[src/rtl/asic_pad_ctrl_if.sv]
`default_nettype none
// ============================================================================
// Module   : asic_pad_ctrl_if
// Brief    : Register-port bundle for the pad-ring controller (request and
//            one-cycle-later response).
// Revision : 1.0 - initial release
// ============================================================================
interface asic_pad_ctrl_if;
  logic        reg_valid;
  logic        reg_write;
  logic [7:0]  reg_addr;
  logic [31:0] reg_wdata;
  logic        reg_rvalid;
  logic [31:0] reg_rdata;
  logic        reg_err;

  modport master (
    output reg_valid, reg_write, reg_addr, reg_wdata,
    input  reg_rvalid, reg_rdata, reg_err
  );

  modport slave (
    input  reg_valid, reg_write, reg_addr, reg_wdata,
    output reg_rvalid, reg_rdata, reg_err
  );
endinterface
`default_nettype wire

[src/rtl/asic_pad_ctrl.sv]
`default_nettype none
// ============================================================================
// Module   : asic_pad_ctrl
// Brief    : Four-sided pad-ring controller with per-pin config registers,
//            synchronised input readback and optional rising-edge interrupts
//            (enabled by defining PADCTRL_IRQ_EN).
// Revision : 1.0 - initial release
// ============================================================================
module asic_pad_ctrl #(
  parameter int          PINS    = 9,
  parameter int          CFGW    = 16,
  parameter int          SYNC    = 2,
  parameter logic [31:0] RST_CFG = 32'h0
) (
  input  logic                   clk,
  input  logic                   nreset,
  asic_pad_ctrl_if.slave         reg_if,
  input  logic [4*PINS-1:0]      pad_din,
  output logic [4*PINS-1:0]      pad_dout,
  output logic [4*PINS-1:0]      pad_oen,
  output logic [4*PINS-1:0]      pad_ie,
  output logic [4*PINS*CFGW-1:0] pad_tech_cfg,
  output logic                   irq
);

  localparam int              c_NPIN    = 4 * PINS;
  localparam int              c_NWORD   = (c_NPIN + 31) / 32;
  localparam int              c_PADW    = c_NWORD * 32;
  localparam logic [CFGW-1:0] c_RST_CFG = RST_CFG[CFGW-1:0];

  // --------------------------------------------------------------------------
  // Address map
  // --------------------------------------------------------------------------
  function automatic logic in_bank(input logic [7:0] a, input logic [7:0] base);
    return (a >= base) && (32'(a - base) < c_NWORD);
  endfunction

  function automatic logic is_mapped(input logic [7:0] a);
    logic m;
    m = (32'(a) < c_NPIN) || in_bank(a, 8'h80);
`ifdef PADCTRL_IRQ_EN
    m = m || in_bank(a, 8'h88) || in_bank(a, 8'h90);
`endif
    return m;
  endfunction

  // --------------------------------------------------------------------------
  // Access capture: the response is built in the following cycle
  // --------------------------------------------------------------------------
  logic        w_wr;
  logic        r_rvalid;
  logic        r_write;
  logic        r_err;
  logic [7:0]  r_addr;
  logic [31:0] w_rdata;
  logic        w_unused_ok;

  assign w_wr        = reg_if.reg_valid & reg_if.reg_write;
  assign w_unused_ok = &{1'b0, reg_if.reg_wdata};

  always_ff @(posedge clk or negedge nreset) begin
    if (!nreset) begin
      r_rvalid <= 1'b0;
      r_write  <= 1'b0;
      r_err    <= 1'b0;
      r_addr   <= '0;
    end else begin
      r_rvalid <= reg_if.reg_valid;
      r_err    <= reg_if.reg_valid & ~is_mapped(reg_if.reg_addr);
      if (reg_if.reg_valid) begin
        r_write <= reg_if.reg_write;
        r_addr  <= reg_if.reg_addr;
      end
    end
  end

  // --------------------------------------------------------------------------
  // Per-pin configuration flops; pads are driven straight from these
  // --------------------------------------------------------------------------
  logic [c_NPIN-1:0]           r_dout;
  logic [c_NPIN-1:0]           r_oen;
  logic [c_NPIN-1:0]           r_ie;
  logic [c_NPIN-1:0][CFGW-1:0] r_cfg;

  always_ff @(posedge clk or negedge nreset) begin
    if (!nreset) begin
      r_dout <= '0;
      r_oen  <= '1;
      r_ie   <= '1;
      r_cfg  <= {c_NPIN{c_RST_CFG}};
    end else if (w_wr) begin
      for (int i = 0; i < c_NPIN; i++) begin
        if (reg_if.reg_addr == 8'(i)) begin
          r_dout[i] <= reg_if.reg_wdata[0];
          r_oen[i]  <= reg_if.reg_wdata[1];
          r_ie[i]   <= reg_if.reg_wdata[2];
          r_cfg[i]  <= reg_if.reg_wdata[CFGW+2:3];
        end
      end
    end
  end

  assign pad_dout     = r_dout;
  assign pad_oen      = r_oen;
  assign pad_ie       = r_ie;
  assign pad_tech_cfg = r_cfg;

  // --------------------------------------------------------------------------
  // Input synchroniser; the last stage is the pin's sampled level
  // --------------------------------------------------------------------------
  logic [SYNC-1:0][c_NPIN-1:0] r_sync;
  logic [c_NPIN-1:0]           w_sync_din;
  logic [c_PADW-1:0]           w_din_pad;

  always_ff @(posedge clk or negedge nreset) begin
    if (!nreset) begin
      r_sync <= '0;
    end else begin
      r_sync <= {r_sync[SYNC-2:0], pad_din};
    end
  end

  assign w_sync_din = r_sync[SYNC-1];
  assign w_din_pad  = c_PADW'(w_sync_din & r_ie);

  // --------------------------------------------------------------------------
  // Optional rising-edge interrupt
  // --------------------------------------------------------------------------
`ifdef PADCTRL_IRQ_EN
  logic [c_NPIN-1:0] r_prev;
  logic [c_NPIN-1:0] r_pend;
  logic [c_NPIN-1:0] r_mask;
  logic [c_NPIN-1:0] w_rise;
  logic [c_NPIN-1:0] w_w1c;
  logic [c_NPIN-1:0] w_mask_nxt;
  logic [c_PADW-1:0] w_pend_pad;
  logic [c_PADW-1:0] w_mask_pad;
  logic              r_irq;

  assign w_rise     = w_sync_din & ~r_prev & r_ie;
  assign w_pend_pad = c_PADW'(r_pend);
  assign w_mask_pad = c_PADW'(r_mask);

  always_comb begin
    w_w1c      = '0;
    w_mask_nxt = r_mask;
    for (int i = 0; i < c_NPIN; i++) begin
      if (w_wr && reg_if.reg_addr == 8'(32'h88 + i / 32)) begin
        w_w1c[i] = reg_if.reg_wdata[i % 32];
      end
      if (w_wr && reg_if.reg_addr == 8'(32'h90 + i / 32)) begin
        w_mask_nxt[i] = reg_if.reg_wdata[i % 32];
      end
    end
  end

  // A fresh edge overrides a clear of the same bit in the same cycle
  always_ff @(posedge clk or negedge nreset) begin
    if (!nreset) begin
      r_prev <= '0;
      r_pend <= '0;
      r_mask <= '0;
      r_irq  <= 1'b0;
    end else begin
      r_prev <= w_sync_din;
      r_pend <= (r_pend & ~w_w1c) | w_rise;
      r_mask <= w_mask_nxt;
      r_irq  <= |(r_pend & r_mask);
    end
  end

  assign irq = r_irq;
`else
  assign irq = 1'b0;
`endif

  // --------------------------------------------------------------------------
  // Read response, decoded from the captured address against current state
  // --------------------------------------------------------------------------
  always_comb begin
    w_rdata = '0;
    if (r_rvalid && !r_write && !r_err) begin
      for (int i = 0; i < c_NPIN; i++) begin
        if (r_addr == 8'(i)) begin
          w_rdata = 32'({r_cfg[i], r_ie[i], r_oen[i], r_dout[i]});
        end
      end
      for (int k = 0; k < c_NWORD; k++) begin
        if (r_addr == 8'(32'h80 + k)) begin
          w_rdata = w_din_pad[k*32 +: 32];
        end
`ifdef PADCTRL_IRQ_EN
        if (r_addr == 8'(32'h88 + k)) begin
          w_rdata = w_pend_pad[k*32 +: 32];
        end
        if (r_addr == 8'(32'h90 + k)) begin
          w_rdata = w_mask_pad[k*32 +: 32];
        end
`endif
      end
    end
  end

  assign reg_if.reg_rvalid = r_rvalid;
  assign reg_if.reg_err    = r_err;
  assign reg_if.reg_rdata  = w_rdata;

endmodule
`default_nettype wire
[src/flat_wrapper.sv]
// flat-port wrapper written by rule: the top's interface ports become plain ports
module asic_pad_ctrl_flat 
#(
  parameter int          PINS    = 9,
  parameter int          CFGW    = 16,
  parameter int          SYNC    = 2,
  parameter logic [31:0] RST_CFG = 32'h0
)
  (clk, nreset, pad_din, pad_dout, pad_oen, pad_ie, pad_tech_cfg, irq, reg_if_reg_valid, reg_if_reg_write, reg_if_reg_addr, reg_if_reg_wdata, reg_if_reg_rvalid, reg_if_reg_rdata, reg_if_reg_err);
  asic_pad_ctrl_if reg_if_i ();
  input  logic clk;
  input  logic nreset;
  input  logic [4*PINS-1:0] pad_din;
  output logic [4*PINS-1:0] pad_dout;
  output logic [4*PINS-1:0] pad_oen;
  output logic [4*PINS-1:0] pad_ie;
  output logic [4*PINS*CFGW-1:0] pad_tech_cfg;
  output logic irq;
  input wire logic [$bits(reg_if_i.reg_valid)-1:0] reg_if_reg_valid;
  input wire logic [$bits(reg_if_i.reg_write)-1:0] reg_if_reg_write;
  input wire logic [$bits(reg_if_i.reg_addr)-1:0] reg_if_reg_addr;
  input wire logic [$bits(reg_if_i.reg_wdata)-1:0] reg_if_reg_wdata;
  output wire logic [$bits(reg_if_i.reg_rvalid)-1:0] reg_if_reg_rvalid;
  output wire logic [$bits(reg_if_i.reg_rdata)-1:0] reg_if_reg_rdata;
  output wire logic [$bits(reg_if_i.reg_err)-1:0] reg_if_reg_err;
  assign reg_if_i.reg_valid = reg_if_reg_valid;
  assign reg_if_i.reg_write = reg_if_reg_write;
  assign reg_if_i.reg_addr = reg_if_reg_addr;
  assign reg_if_i.reg_wdata = reg_if_reg_wdata;
  assign reg_if_reg_rvalid = reg_if_i.reg_rvalid;
  assign reg_if_reg_rdata = reg_if_i.reg_rdata;
  assign reg_if_reg_err = reg_if_i.reg_err;
  asic_pad_ctrl #(.PINS(PINS), .CFGW(CFGW), .SYNC(SYNC), .RST_CFG(RST_CFG)) u_core (.clk(clk), .nreset(nreset), .reg_if(reg_if_i), .pad_din(pad_din), .pad_dout(pad_dout), .pad_oen(pad_oen), .pad_ie(pad_ie), .pad_tech_cfg(pad_tech_cfg), .irq(irq));
endmodule
[config.mk]
export PLATFORM = sky130hd
export DESIGN_NAME = asic_pad_ctrl_flat
export DESIGN_NICKNAME = d
export VERILOG_FILES = /design/src/rtl/asic_pad_ctrl_if.sv /design/src/rtl/asic_pad_ctrl.sv /design/src/flat_wrapper.sv
export SDC_FILE = /design/constraint.sdc
export NUM_CORES = 1
export LEC_CHECK = 0
export CELL_PAD_IN_SITES_DETAIL_PLACEMENT = 1
export CELL_PAD_IN_SITES_GLOBAL_PLACEMENT = 2
export CORE_MARGIN = 3
export CORE_UTILIZATION = 26
export DETAILED_ROUTE_END_ITERATION = 10
export PLACE_DENSITY_LB_ADDON = 0.1
export SLEW_MARGIN = 10
export SYNTH_ARGS = -nofsm -noshare
export SYNTH_HDL_FRONTEND = slang
export SYNTH_SLANG_ARGS = --single-unit
[constraint.sdc]
create_clock -name clk -period 3.2 [get_ports clk]
set_clock_uncertainty 0.05 [all_clocks]
set_input_delay 0.48 -clock clk [delete_from_list [all_inputs] [get_ports clk]]
set_output_delay 0.48 -clock clk [all_outputs]
set_load 0.005 [all_outputs]
==> flow_metrics.py, run 1 <==
metrics = {
    "job": {
        "max_cap_violations": 0,
    },
    "critical_path": {
        "r2r_slack_ns": 1.71,
        "critical_path_class": "flip-flop to primary output",
        "required_ns": 2.67,
        "reg2reg_depth": 4,
        "cp-end-kind": "primary output",
        "crit_path_start_kind": "flip-flop",
        "crit_fanout": 6,
        "cp.arrival_ns": 3.65,
        "r2r_start": "u_core.r_addr[0]$_DFFE_PN0P_",
        "reg2reg_to": "u_core.r_addr[0]$_DFFE_PN0P_",
    },
    "floorplanning": {
        "core_area_mm2": 0.134,
        "initial_core_util_pct": 26.2,
        "pin_count": 799,
        "rows": 134,
        "die_area_mm2": 0.139,
        "die_w_um": 373,
        "die_h_um": 373,
    },
    "power": {
        "internal-power_mw": 18.1,
        "power_switching_mw": 6.80,
        "p_seq_share_pct": 41.5,
        "ir_drop_mv": 0.443,
        "p_leak_nw": 24.8,
        "power.share.combinational_pct": 13.5,
        "clkPwrFrac_pct": 45.0,
        "swShare_pct": 27.3,
        "power_density_mw_per_mm2": 446,
    },
    "place": {
        "gp_congestion": 0.937,
        "dp_hpwl_um": 161000,
        "numPortBuffers": 784,
        "post_dp_cell_area_mm2": 0.0497,
    },
    "synthesis": {
        "syn_area_mm2": 0.0351,
        "avgSynthCellArea_um2": 13.2,
        "synthArstFlopShare_pct": 100,
        "synth.distinct_cells": 82,
        "synth.area.top_cells": "dfrtp_1 50%, mux2_2 23%, dfstp_2 5.4%",
        "yosysSeqAreaShare_pct": 55.0,
        "synth_top_area_share_pct": 49.6,
        "synth_fp_nets": 2732,
        "synth_edf_count": 0,
        "netlist_instances": 2652,
        "ys_ff_latch": 767,
        "ys_warn_count": 0,
        "synth_top_area_cell": "dfrtp_1",
        "yosys_most_used_dff": "dfrtp_1",
    },
    "hold_path": {
        "min_to": "u_core.r_sync[25]$_DFF_PN0_",
        "hold_class": "input pin to flip-flop",
        "hp-start": "pad_din[25]",
        "hold_depth": 1,
    },
    "cts": {
        "clk_latency_ns": 0.71,
        "clk_pin_slew_ns": 0.06,
        "h-tree-depth": 3,
        "cts_tree": "built",
        "cts_sinks": 767,
        "cts.path.max_buffers": 3,
        "root_buffer": "clkbuf_16",
        "cts_buffers": 95,
    },
    "timing": {
        "fin_ws_ns": -0.982,
        "setup_violations": 32,
        "rsz0062_at_grt": "true",
        "period_share_pct": 131,
        "hold_violations": 0,
        "clock.fmax_mhz": 239,
        "maxSlewHeadroom_pct": 53.8,
        "tightest_slew_ns": 0.691,
        "period_needed_ns": 4.18,
        "slew_violations": 0,
    },
    "finish": {
        "layout-drive-gt1-share_pct": 47.6,
        "fin_area_mm2": 0.0558,
        "nets": 4108,
        "final.fill_count": 13800,
        "area.growth.synth_to_final_pct": 59.3,
        "final_common_cell": "clkdlybuf4s50_1",
        "utilization_pct": 41.8,
        "layout_common_cells": "751 x clkdlybuf4s50_1, 701 x mux2_2, 691 x dfrtp_1, 510 x buf_4, 101 x nand2_1",
    },
    "run_status": {
        "violations": "setup timing",
        "status": "finished, violations left",
    },
    "global_routing": {
        "grt_max_degree": 77,
        "first_global_vias": 33900,
        "grt_pass1_wl_um": 297000,
        "grt_overflow_total": 0,
        "track_usage_pct": 30.5,
        "antenna_found_initial": 8,
    },
    "route": {
        "drt-initial-drc-count": 2365,
        "wire_per_inst_um": 37.1,
        "drt-total-wl_um": 218000,
        "dr_total_vias": 31200,
        "ant_nets": 0,
        "drt-pass1-iter-count": 5,
        "viasPerCell": 5.30,
        "drc": 0,
    },
}
-- flip-flops by register name, summed over array words and instances (netlist names) --
register,cells
u_core.r_write,1
u_core.reg_if.reg_err,1
u_core.pad_ie,36
u_core.pad_tech_cfg,576
u_core.pad_oen,36
u_core.w_sync_din,36
u_core.r_sync,36
u_core.reg_if.reg_rvalid,1
u_core.r_addr,8
u_core.pad_dout,36
-- power by group through the flow --
stage | clock (mW) | sequential (mW) | combinational [mW]
3_3_place_gp | 0 | 10.5 | 2.88
2_1_floorplan | 0 | 10.4 | 0.896
3_5_place_dp | 0 | 10.5 | 2.92
5_1_grt | 11.8 | 10.4 | 3.50
4_1_cts | 11.4 | 10.3 | 3.26
6_report | 11.2 | 10.3 | 3.35
-- layer usage --
layer	up-vias	global-route usage (%)	wire (um)
met5	-	0	13
met4	2	10.5	8770
met3	320	7.13	14100
met2	1253	51.4	105000
met1	16900	38.3	90400
li1	12700	-	-
-- what timing repair did --
action	4_1_cts	5_1_grt
resized for setup	444	98
hold buffers	1	0
setup buffers	108	43
pin swaps	114	78
hold endpoints to repair	34	0
endpoints found under the setup margin	32	32
gates cloned	6	1
-- area by class of cell --
class                      count  area [um2]  area share, %
multi-input combinational   1669       16200           29.0
timing repair buffer        1490       14900           26.6
inverter                       5        18.8         0.0336
tap                         1768        2210           3.96
antenna                        2        5.00        0.00896
clock buffer                 144        2850           5.11
clock inverter                32         385          0.690
sequential                   767       19300           34.5
-- worst max-delay path: stages (launching register included) --
cell      delay (ns)
dfrtp_4         0.55
buf_6           0.16
buf_12          0.14
buf_8           0.13
buf_12          0.13
mux2_4          0.32
a32o_2          0.29
a221oi_2        0.20
buf_4           0.15
nand4_1         0.25
o221ai_2        0.31
a21oi_2         0.12
buf_2           0.15
-- cell usage after synthesis (all sizes together) (8+ instances only) --
cell type and count:
nor2 112, nand3 33, nand2b 10, or3 8
a31oi 19, nor4 12, o21ai 93, o221ai 10
and3 18, buf 113, a211oi 19, clkbuf 98
a22oi 50, dfrtp 695, mux2i 59, o22ai 35
nand4 16, mux4 34, nor4b 10, a221oi 33
a22o 8, a32oi 17, a21oi 78, nor3 33
nand2 113, dfstp 72, nor2b 15, mux2 706
o211ai 15, o2bb2ai 11
-- cells by family after synthesis --
logic type | Yosys count | synth area share (%)
mux | 799 | 26.6
other cells | 1 | 0.0107
compound gates | 457 | 8.95
simple gates | 412 | 6.52
buf+inv | 216 | 2.96
flops | 767 | 55.0
-- stage by stage --
stage	setup slack (ns)	hold WS [ns]	setup TNS, ns	cells	total power [mW]
floorplan	0.546	0.134	0	2652	11.3
global placement	-1.05	0.284	-21.35	5566	13.4
detailed placement	-1.07	0.286	-20.82	5566	13.4
CTS	-1.02	0.0892	-25.73	5839	25.0
global route	-1.05	0.105	-26.46	5875	25.7
finish	-0.982	0.141	-23.90	5877	24.9
-- worst max path at each step --
stage                                       startpoint                   end  cells past startpoint
after floorplan           u_core.r_addr[1]$_DFFE_PN0P_   reg_if_reg_rdata[3]                      8
after global placement    u_core.r_addr[7]$_DFFE_PN0P_   reg_if_reg_rdata[0]                     11
after detailed placement  u_core.r_addr[7]$_DFFE_PN0P_   reg_if_reg_rdata[0]                     11
after CTS                 u_core.r_addr[0]$_DFFE_PN0P_  reg_if_reg_rdata[14]                     11
after global routing      u_core.r_addr[0]$_DFFE_PN0P_  reg_if_reg_rdata[14]                     12
final                     u_core.r_addr[0]$_DFFE_PN0P_  reg_if_reg_rdata[10]                     12
(Power assumes the default switching activity.)
==> inputs of run 2 (changes only) <==
--- a/config.mk
+++ b/config.mk
@@ -11,7 +11,6 @@
 export CORE_UTILIZATION = 26
 export DETAILED_ROUTE_END_ITERATION = 10
 export PLACE_DENSITY_LB_ADDON = 0.1
-export SLEW_MARGIN = 10
 export SYNTH_ARGS = -nofsm -noshare
 export SYNTH_HDL_FRONTEND = slang
 export SYNTH_SLANG_ARGS = --single-unit
==> results of run 2 <==
The final DEF is identical to that of run 1; final timing and power are the same.
